$ cat src/rtl/serial_frame_transmitter_pkg.sv
// Shared definitions for the framed serial transmitter: parity mode codes and FSM states.
package serial_frame_transmitter_pkg;

  localparam int PARITY_NONE = 0;
  localparam int PARITY_EVEN = 1;
  localparam int PARITY_ODD  = 2;

  typedef enum logic [2:0] {
    IDLE   = 3'd0,
    START  = 3'd1,
    DATA   = 3'd2,
    PARITY = 3'd3,
    STOP   = 3'd4
  } txState_e;

endpackage

$ cat src/rtl/serial_frame_transmitter_baud_tick_gen.sv
// Bit-period divider: emits a one-cycle tick every CLKS_PER_BIT enabled cycles while run is high.
module baud_tick_gen #(
  parameter int CLKS_PER_BIT = 4
) (
  input  logic clk,
  input  logic rst,
  input  logic en,
  input  logic run,
  output logic tick
);

  localparam int CNT_W = (CLKS_PER_BIT > 1) ? $clog2(CLKS_PER_BIT) : 1;
  localparam logic [CNT_W-1:0] LAST_COUNT = CNT_W'(CLKS_PER_BIT - 1);

  logic [CNT_W-1:0] count;

  // NOTE: state registers use non-blocking assignments so every flop samples pre-edge values.
  always_ff @(posedge clk or negedge rst) begin
    if (!rst) begin
      count <= '0;
    end else if (!run) begin
      count <= '0;
    end else if (en) begin
      count <= (count == LAST_COUNT) ? '0 : count + 1'b1;
    end
  end

  assign tick = run && en && (count == LAST_COUNT);

endmodule

$ cat src/rtl/serial_frame_transmitter.sv
// Framed serial transmitter: start bit, WIDTH data bits, optional parity, STOP_BITS stop bits.
module serial_frame_transmitter
  import serial_frame_transmitter_pkg::*;
#(
  parameter int WIDTH        = 8,
  parameter int CLKS_PER_BIT = 4,
  parameter int PARITY_MODE  = 0,
  parameter int STOP_BITS    = 1,
  parameter int LSB_FIRST    = 1
) (
  input  logic             clk,
  input  logic             rst,
  input  logic             en,
  input  logic             ld,
  input  logic [WIDTH-1:0] par_in,
  output logic             ser_out,
  output logic             rdy,
  output logic             co
);

  localparam int BCNT_W = $clog2(WIDTH + 1);
  localparam logic [BCNT_W-1:0] LAST_BIT = BCNT_W'(WIDTH - 1);
  localparam logic LAST_STOP = 1'(STOP_BITS - 1);

  txState_e         state;
  logic [WIDTH-1:0] shiftReg;
  logic [WIDTH-1:0] shiftNext;
  logic [BCNT_W-1:0] bitCnt;
  logic             stopCnt;
  logic             parityBit;
  logic             serReg;
  logic             rdyReg;
  logic             coReg;
  logic             tick;

  function automatic logic headBit(input logic [WIDTH-1:0] word);
    return (LSB_FIRST != 0) ? word[0] : word[WIDTH-1];
  endfunction

  always_comb begin
    shiftNext = (LSB_FIRST != 0) ? (shiftReg >> 1) : (shiftReg << 1);
  end

  baud_tick_gen #(
    .CLKS_PER_BIT(CLKS_PER_BIT)
  ) u_baud (
    .clk (clk),
    .rst (rst),
    .en  (en),
    .run (state != IDLE),
    .tick(tick)
  );

  // NOTE: the shift register is a handful of flops, so it is reset along with the rest of the state.
  always_ff @(posedge clk or negedge rst) begin
    if (!rst) begin
      state     <= IDLE;
      shiftReg  <= '0;
      bitCnt    <= '0;
      stopCnt   <= 1'b0;
      parityBit <= 1'b0;
      serReg    <= 1'b1;
      rdyReg    <= 1'b1;
      coReg     <= 1'b0;
    end else if (en) begin
      coReg <= 1'b0;
      case (state)
        IDLE: begin
          if (ld) begin
            shiftReg  <= par_in;
            parityBit <= (PARITY_MODE == PARITY_ODD) ? ~(^par_in) : ^par_in;
            rdyReg    <= 1'b0;
            serReg    <= 1'b0;
            state     <= START;
          end
        end
        START: begin
          if (tick) begin
            bitCnt <= '0;
            serReg <= headBit(shiftReg);
            state  <= DATA;
          end
        end
        DATA: begin
          if (tick) begin
            shiftReg <= shiftNext;
            if (bitCnt == LAST_BIT) begin
              stopCnt <= 1'b0;
              if (PARITY_MODE != PARITY_NONE) begin
                serReg <= parityBit;
                state  <= PARITY;
              end else begin
                serReg <= 1'b1;
                state  <= STOP;
              end
            end else begin
              bitCnt <= bitCnt + 1'b1;
              serReg <= headBit(shiftNext);
            end
          end
        end
        PARITY: begin
          if (tick) begin
            serReg <= 1'b1;
            state  <= STOP;
          end
        end
        STOP: begin
          if (tick) begin
            if (stopCnt == LAST_STOP) begin
              coReg  <= 1'b1;
              rdyReg <= 1'b1;
              state  <= IDLE;
            end else begin
              stopCnt <= stopCnt + 1'b1;
            end
          end
        end
        default: begin
          serReg <= 1'b1;
          rdyReg <= 1'b1;
          state  <= IDLE;
        end
      endcase
    end
  end

  assign ser_out = serReg;
  assign rdy     = rdyReg;
  assign co      = coReg;

endmodule

$ cat config.mk
export PLATFORM = sky130hd
export DESIGN_NAME = serial_frame_transmitter
export DESIGN_NICKNAME = d
export VERILOG_FILES = /design/src/rtl/serial_frame_transmitter_pkg.sv /design/src/rtl/serial_frame_transmitter_baud_tick_gen.sv /design/src/rtl/serial_frame_transmitter.sv
export SDC_FILE = /design/constraint.sdc
export NUM_CORES = 1
export LEC_CHECK = 0
export ABC_AREA = 1
export CORE_ASPECT_RATIO = 1.75
export CORE_MARGIN = 8
export CORE_UTILIZATION = 50
export CTS_CLUSTER_SIZE = 30
export DETAILED_ROUTE_END_ITERATION = 7
export DONT_BUFFER_PORTS = 1
export HOLD_SLACK_MARGIN = 0.06
export PLACE_DENSITY = 0.64
export SLEW_MARGIN = 15
export SYNTH_ARGS = -nofsm -noshare
export SYNTH_HDL_FRONTEND = slang
export SYNTH_SLANG_ARGS = --single-unit
export TNS_END_PERCENT = 10
$ cat constraint.sdc
create_clock -name clk -period 1.6 [get_ports clk]
set_input_delay 0.16 -clock clk [delete_from_list [all_inputs] [get_ports clk]]
set_output_delay 0.16 -clock clk [all_outputs]
set_load 0.1 [all_outputs]
==> out/metrics.csv <==
metric,value,unit
most common cell in the netlist,nand2_1,
# diodes,0,
TritonCTS buffer count,3,
area share of the largest cell type after synthesis,0.392,
Vias,971,
setup violators final,0,
max-slew headroom at the worst pin,0.385,
leading post-synthesis cells by instance count,"70 x nand2_1, 18 x dfrtp_1, 14 x nand3_1",
Crit path largest cell delay,0.44,ns
CTS sink count,20,
remaining global-route overflow,0,
Core Rows,23,
half-perimeter wire length after placement,1930,microns
total negative setup slack,0,ns
buffer levels on the longest clock path,2,
number of library cell types mapped by synthesis,22,
average wire length per cell after detail routing,13.3,microns
Die Y,79.4,microns
Critical-path top delay cell,dfrtp_1,
width of the die,52.2,microns
fin crit period,1.42,ns
CTS tree,done,
CP Capture Type,flop,
max capacitance violation total,0,
critical setup path kind,flop to flop,
cells along the critical path,"inv_2, nand2_2, nor2_4, nand4_2, nand2_4, nand2_4, nand2_1, nand2_1",
maximum clock frequency,705,MHz
number of global-route vias before repair,1082,
maximum number of pins on one net before global-route repair,21,
GRT Total Usage,0.140,
Floorplan Core Area,0.00224,sq mm
number of H-tree levels,1,
total leakage power,0.679,nW
register bit total from synthesis,20,
ranking of synthesized cells by area,"dfrtp_1 39%, nand2_1 23%, nand3_1 6.1%",
number of nets in the final layout,174,
count of cells resized by post-cts repair,0,
transition at the pin with the smallest max-transition slack,0.920,ns
result of the run,completed,
cell type with the highest aggregate area in the netlist,dfrtp_1,
setup repair after global routing missed its margin,false,
family of cells with the greatest summed delay on the critical path,simple AND/OR/NAND/NOR gates,
total routed wirelength,2460,microns
crit-path max FO,9,
path class of the lowest-slack min-delay path,primary input to flop,
layout cell share with drive strength beyond 1,0.151,
endpoints failing hold,0,
placed cell areas,0.00119,sq mm
total standard cell area after synthesis,0.00115,sq mm
detailed router's first-iteration violation count,14,
clock latency at the later pin of the worst-skew pair,0.26,ns
Initial Util,0.512,
detail-routed via count per cell,5.28,
number of synthesized flops with an enable pin,0,
layout overhead on the synthesized area,9.37,%
total I/O pin count,15,
number of warning messages in the yosys log,0,
Synth Instances,151,
clock tree root driver cell,clkbuf_8,
leading register cell type out of synthesis,dfrtp_1,
post-synthesis async set-or-reset flop share,1.00,
antenna violations before repair,0,
post-route ant nets,0,
Port Buffer Count,0,
P per Cell Area,1430,mW/mm^2
"Reg clk slew, reported paths",0.08,ns
number of buffer and inverter instances along the worst setup path,1,
Final period util,0.886,
die area,0.00415,sq mm
number of detailed-routing iterations run before antenna repair,4,
drc violations,0,
fraction of the yosys area taken by sequential cells,0.438,
fill cell instance count of the final layout,219,
final setup skew,0.00531,ns
post-synthesis average cell area,7.61,sq um
post-CTS setup buffer count,0,
startpoint class of the critical path,flop,
number of pins with negative max-slew slack in the final report,0,
Worst EP arrival,1.57,ns
global-route wire length before repair,4550,microns
worst path required time,1.75,ns
Syn Nets,165,
routability cong.,0.853,
final cell area excluding filler cells,0.00126,sq mm
peak ir drop on the vdd network,0.825,mV
number of hold-repair buffers added at the cts stage,2,
[power breakdown]
group	internal [mW]	leakage, nW	switching (mW)
clock	0.177	0.0228	0.170
combinational	0.200	0.405	0.468
sequential	0.669	0.252	0.115
[layout by cell type (no fill, tap or decap), drive strengths merged]
cell,netlist,layout
nand3,15,15
nor2,11,11
clkbuf,0,4
dlygate4sd3,0,2
ha,2,2
a21oi,1,1
o31ai,1,1
nand4,4,4
buf,2,4
dfstp,2,2
xor2,1,1
o21ai,6,6
nand2,76,76
nand3b,1,1
dfrtp,18,18
inv,11,11
[per-layer routing]
metal  wire length (microns)  global-route usage  share of wire
met1                     961               0.144           0.39
met2                    1340               0.260           0.55
met3                      99              0.0280          0.040
met4                      53              0.0573          0.022
met5                       0                   0              0
[through the flow]
step / std cells / setup slack (ns) / power [mW] / utilization / hold WS [ns]
6_report: 184 / 0.182 / 1.80 / 0.560 / 0.0961
4_1_cts: 184 / 0.167 / 1.82 / 0.560 / 0.102
5_1_grt: 184 / 0.0185 / 1.96 / 0.560 / 0.106
2_1_floorplan: 151 / 0.348 / 1.32 / - / -0.136
3_3_place_gp: 178 / 0.230 / 1.44 / 0.531 / -0.135
3_5_place_dp: 178 / 0.183 / 1.46 / 0.531 / -0.135
[cell type report]
type | count | area, sq um | area share
timing repair buffer | 6 | 50.0 | 0.0398
clock buffer | 4 | 45.0 | 0.0359
inverter | 11 | 41.3 | 0.0329
tap | 25 | 31.3 | 0.0249
multi-input combinational | 118 | 586 | 0.466
sequential | 20 | 503 | 0.400
[path summary, 6_finish.rpt]
| check | startpoint | to | slack [ns] | cells past startpoint |
|---|---|---|---|---|
| setup reg to reg | state[2] | shiftReg[3] | 0.18 | 8 |
| max in group asynchronous | rst | shiftReg[4] | 0.56 | 1 |
| hold reg to reg | rdy | rdy | 0.46 | 2 |
| hold / removal | en | co | 0.1 | 2 |
| setup / recovery | state[2] | shiftReg[3] | 0.18 | 8 |
| min in group asynchronous | rst | u_baud.count[1] | 0.48 | 1 |
[cell families after synthesis]
| family | count (synthesis) | synth area share |
|---|---|---|
| AOI/OAI and AO/OA | 8 | 0.0468 |
| buffers and inverters | 13 | 0.0523 |
| DFF | 20 | 0.438 |
| and+or+nand+nor | 107 | 0.434 |
| xor gates and xnor gates | 1 | 0.00763 |
| adders and majority gates | 2 | 0.0218 |
[flip-flops by register name, indices dropped and copies added (netlist names)]
| register | flops |
|---|---|
| state | 3 |
| shiftReg | 8 |
| rdy | 1 |
| ser_out | 1 |
| u_baud.count | 2 |
| co | 1 |
| bitCnt | 4 |
No activity file was read; power rests on OpenSTA's default activity.
==> RTL change 1 (same flow settings) <==
Encoding of `txState_e`: now one-hot (5 bits for 5 states).
--- a/src/rtl/serial_frame_transmitter_pkg.sv
+++ b/src/rtl/serial_frame_transmitter_pkg.sv
@@ -7,8 +7,8 @@
 
-  typedef enum logic [2:0] {
-    IDLE   = 3'd0,
-    START  = 3'd1,
-    DATA   = 3'd2,
-    PARITY = 3'd3,
-    STOP   = 3'd4
+  typedef enum logic [4:0] {
+    IDLE   = 5'b00001,
+    START  = 5'b00010,
+    DATA   = 5'b00100,
+    PARITY = 5'b01000,
+    STOP   = 5'b10000
   } txState_e;
Formal check against the unedited RTL: same outputs for any inputs over 10 cycles, from zero or initial values and one cycle with rst low; not proved beyond that.
==> RTL change 1 against the unedited design <==
Area after synthesis grew 6.1%. Via count grew 6.1%. Sequential cell count grew 1. Total power grew 33%. Combinational power grew 43%. Setup slack lost 41 ps. Final area grew 5.0%. Wire length grew 8.2%. Final cell count grew 1.1%. Synthesized cell count grew 2.0%. Largest power group unchanged.
==> RTL change 1: results (changes against the unedited design) <==
[metrics] startpoint of the worst register-to-register path: bitCnt[1]$_DFFE_PN0P_
[metrics] worst reg-to-reg setup slack: 140 ps (-40 ps)
[metrics] mean routed wirelength per cell: 14.3 um (+7.0%)
[metrics] Critical Path Sink: state[1]$_DFFE_PN0P_
[metrics] Post-Route Skew: 2.02 ps (-3.30 ps)
[metrics] commonest cells in the synthesized netlist: nand2_1, dfrtp_1, nand3_1
[metrics] number of unique standard cell types used by synthesis: 27 (+23%)
[metrics] met1 capacity usage during global routing: 12.3% (-2.1 points)
[metrics] DPL Wire Length: 2.07 mm (+7.3%)
[metrics] global routing usage summed across all routing layers: 13.7% (-0.37 points)
[metrics] leading registers by flop count: shiftReg x8, bitCnt x4, state x4
[metrics] final-stage net count: 176 (+1.1%)
[metrics] main area contributors after synthesis: dfrtp_1, nand2_1, nand3_1, dfstp_2, nand2_4
[metrics] Slew headroom: 37.3% (-1.2 points)
[metrics] FILL cells: 218 (-0.46%)
[metrics] Global Route met3 Usage: 3.11% (+0.31 points)
[metrics] via count of the first global-routing pass: 1089 (+0.65%)
[metrics] DR vias/cell: 5.54 (+4.9%)
[metrics] final worst hold slack: 63.4 ps (-32.7 ps)
[metrics] status: finished clean
[metrics] number of nets in the synthesized netlist: 168 (+1.8%)
[metrics] part of the Yosys area used for sequential elements: 43.4% (-0.36 points)
[metrics] number of DRC markers in iteration 0: 32 (+18)
[metrics] final RePlAce weighted congestion: 0.805 (-5.6%)
[metrics] met2 routing resource usage after global routing: 25.6% (-0.38 points)
[metrics] number of register bits inferred by synthesis: 21 (+5.0%)
[metrics] Worst Path Arrival: 1610 ps (+40 ps)
[metrics] hold-critical path endpoint: u_baud.count[0]$_DFFE_PN0P_
[metrics] fraction of layout cells with a size suffix above 1: 19.3% (+4.2 points)
-- RTL change 1: through the flow --
step | instances | total power [mW] | area, um2 | setup slack [ps]
detailed placement | 181 | 2.05 | 1260 | 163
global route | 186 | 2.58 | 1320 | 13.7
floorplan | 154 | 1.84 | 1220 | 318
CTS | 186 | 2.41 | 1320 | 144
finish | 186 | 2.39 | 1320 | 141
global placement | 181 | 2.02 | 1260 | 188
-- RTL change 1: worst max-delay path, stage by stage (launching register included) --
cell	delay, ps
dfrtp_1	390
ha_1	170
nand2_1	70
nor2_1	170
nor2_1	90
nor2_2	190
nand3_2	130
nand2_1	80
nand2_1	60
-- RTL change 1: power breakdown --
group | switching, mW | internal (mW) | total [mW] | leakage, nW
clock | 0.165 | 0.177 | 0.342 | 0.0228
combinational | 0.645 | 0.309 | 0.954 | 0.403
sequential | 0.337 | 0.756 | 1.09 | 0.267
total | 1.15 | 1.24 | 2.39 | 0.692
-- RTL change 1: cell families (layout without fill, tap and decap cells) --
kind of cell / after synthesis / after routing / share of synthesized area (%)
AND/OR/NAND/NOR: 110 / 110 / 45.7
buffers and inverters: 13 / 20 / 4.72
AO/OA/AOI/OAI: 8 / 8 / 4.11
flip-flops: 21 / 21 / 43.4
adder cells (fa/ha/maj): 2 / 2 / 2.05
-- RTL change 1: layer usage --
metal | vias to the layer above | share of wire [%]
met2 | 16 | 55
met4 | 0 | 1.6
li1 | 510 | -
met3 | 4 | 3.2
met5 | - | 0
met1 | 500 | 40
-- RTL change 1: cell type report --
cell class / count / area [um2] / share of cell area, %
clock buffers: 4 / 45.0 / 3.42
well taps: 25 / 31.3 / 2.37
flip-flops and latches: 21 / 529 / 40.1
inverters: 11 / 41.3 / 3.13
multi-input cells: 120 / 632 / 47.9
repair buffers: 5 / 40.0 / 3.04
==> RTL change 2 (same settings) <==
Without the edit above. Set the parameter `WIDTH` to 16 (it was 8).
--- a/src/rtl/serial_frame_transmitter.sv
+++ b/src/rtl/serial_frame_transmitter.sv
@@ -4,3 +4,3 @@
 #(
-  parameter int WIDTH        = 8,
+  parameter int WIDTH        = 16,
   parameter int CLKS_PER_BIT = 4,
Interface: changed (resized par_in); port bits go from 15 to 23. The function was not compared with the original's and may differ.
==> RTL change 2 against the unedited design <==
Count of clock-buffer cells in the layout is 3 higher. Total power is 78% higher. Highest routed layer unchanged. Sequential cell count is 9 higher. Area after synthesis is 39% higher. Final cell count is 47% higher. Via count is 44% higher. Wire length is 40% higher. Setup slack worse by 110 ps. Hold slack worse by 17 ps. Final area is 46% higher.
==> RTL change 2: results (changes against the unedited design) <==
[metrics] status: finished clean
[metrics] Post-Route Skew: 5.11 ps (-0.206 ps)
[metrics] Gates resized, CTS repair: 1 (+1)
[metrics] Clock Sink Count: 29 (+45%)
[metrics] minimum setup slack in the final design: 72.2 ps (-110 ps)
[metrics] commonest cells in the synthesized netlist: nand2_1, dfrtp_1, nand3_1
[metrics] FF-to-FF path depth: 9 (+1)
[metrics] largest stage delay on the critical path: 400 ps (-40 ps)
[metrics] Slew headroom: 65.9% (+27 points)
[metrics] sum of met2 wire segment lengths after detailed routing: 1.85 mm (+38%)
[metrics] global routing usage summed across all routing layers: 14.3% (+0.24 points)
[metrics] DPL Wire Length: 2.54 mm (+32%)
[metrics] final RePlAce weighted congestion: 0.807 (-5.4%)
[metrics] largest vdd supply drop: 1010 uV (+22%)
[metrics] Met1 Routed Length: 1.41 mm (+46%)
[metrics] FILL cells: 297 (+36%)
[metrics] final worst hold slack: 78.9 ps (-17.2 ps)
[metrics] met3 routed wirelength: 119 um (+20%)
[metrics] via count of the first global-routing pass: 1482 (+37%)
[metrics] part of the Yosys area used for sequential elements: 45.7% (+1.9 points)
[metrics] Worst Path Arrival: 1720 ps (+150 ps)
[metrics] number of unique standard cell types used by synthesis: 26 (+18%)
[metrics] leakage power: 0.984 nW (+45%)
[metrics] multi-input logic area: 816 um2 (+39%)
[metrics] number of DRC markers in iteration 0: 26 (+12)
[metrics] largest net degree at the start of global routing: 30 (+43%)
[metrics] clock network area share: 4.70% (+1.1 points)
[metrics] Die Footprint: 5320 um2 (+28%)
[metrics] Via Count: 1396 (+44%)
[metrics] number of buffers inserted during clock tree synthesis: 5 (+2)
[metrics] number of nets in the synthesized netlist: 235 (+42%)
[metrics] cell area after placement: 1670 um2 (+40%)
[metrics] main area contributors after synthesis: dfrtp_1, nand2_1, nand3_1, dfstp_2, ha_1
[metrics] synthesis-to-layout area growth: 15.3%
[metrics] number of H-tree branching levels: 2 (+1)
[metrics] count of multi-input combinational gates: 169 (+43%)
[metrics] Inverters: 9 (-2)
[metrics] fraction of layout cells with a size suffix above 1: 16.3% (+1.2 points)
RTL change 2: kinds of logic after synthesis:
logic type	after synthesis	share of synthesized area, %
and+or+nand+nor	154	42.9
DFF	29	45.7
buffers and inverters	15	4.95
AOI/OAI and AO/OA	10	3.53
adders and majority gates	3	2.36
xor gates and xnor gates	1	0.550
RTL change 2: layer usage:
| layer | GRT usage [%] | up-vias |
|---|---|---|
| met2 | 25.3 | 25 |
| met3 | 3.57 | 8 |
| met5 | 0 | - |
| li1 | - | 706 |
| met4 | 7.63 | 0 |
| met1 | 14.5 | 657 |
RTL change 2: power groups by stage:
stage               registers (mW)  clock network [mW]  logic (mW)
global placement              1.32                   0        1.13
global route                  1.38               0.649        1.45
CTS                           1.34               0.610        1.21
floorplan                     1.36                   0       0.897
finish                        1.34               0.598        1.26
detailed placement            1.35                   0        1.17
RTL change 2: worst reg2reg max path, delay by kind of cell (launching register included):
family / cells / cell delay [ps]
fa+ha+maj: 2 / 410
flops: 1 / 400
compound gates: 1 / 70
simple gates: 6 / 560
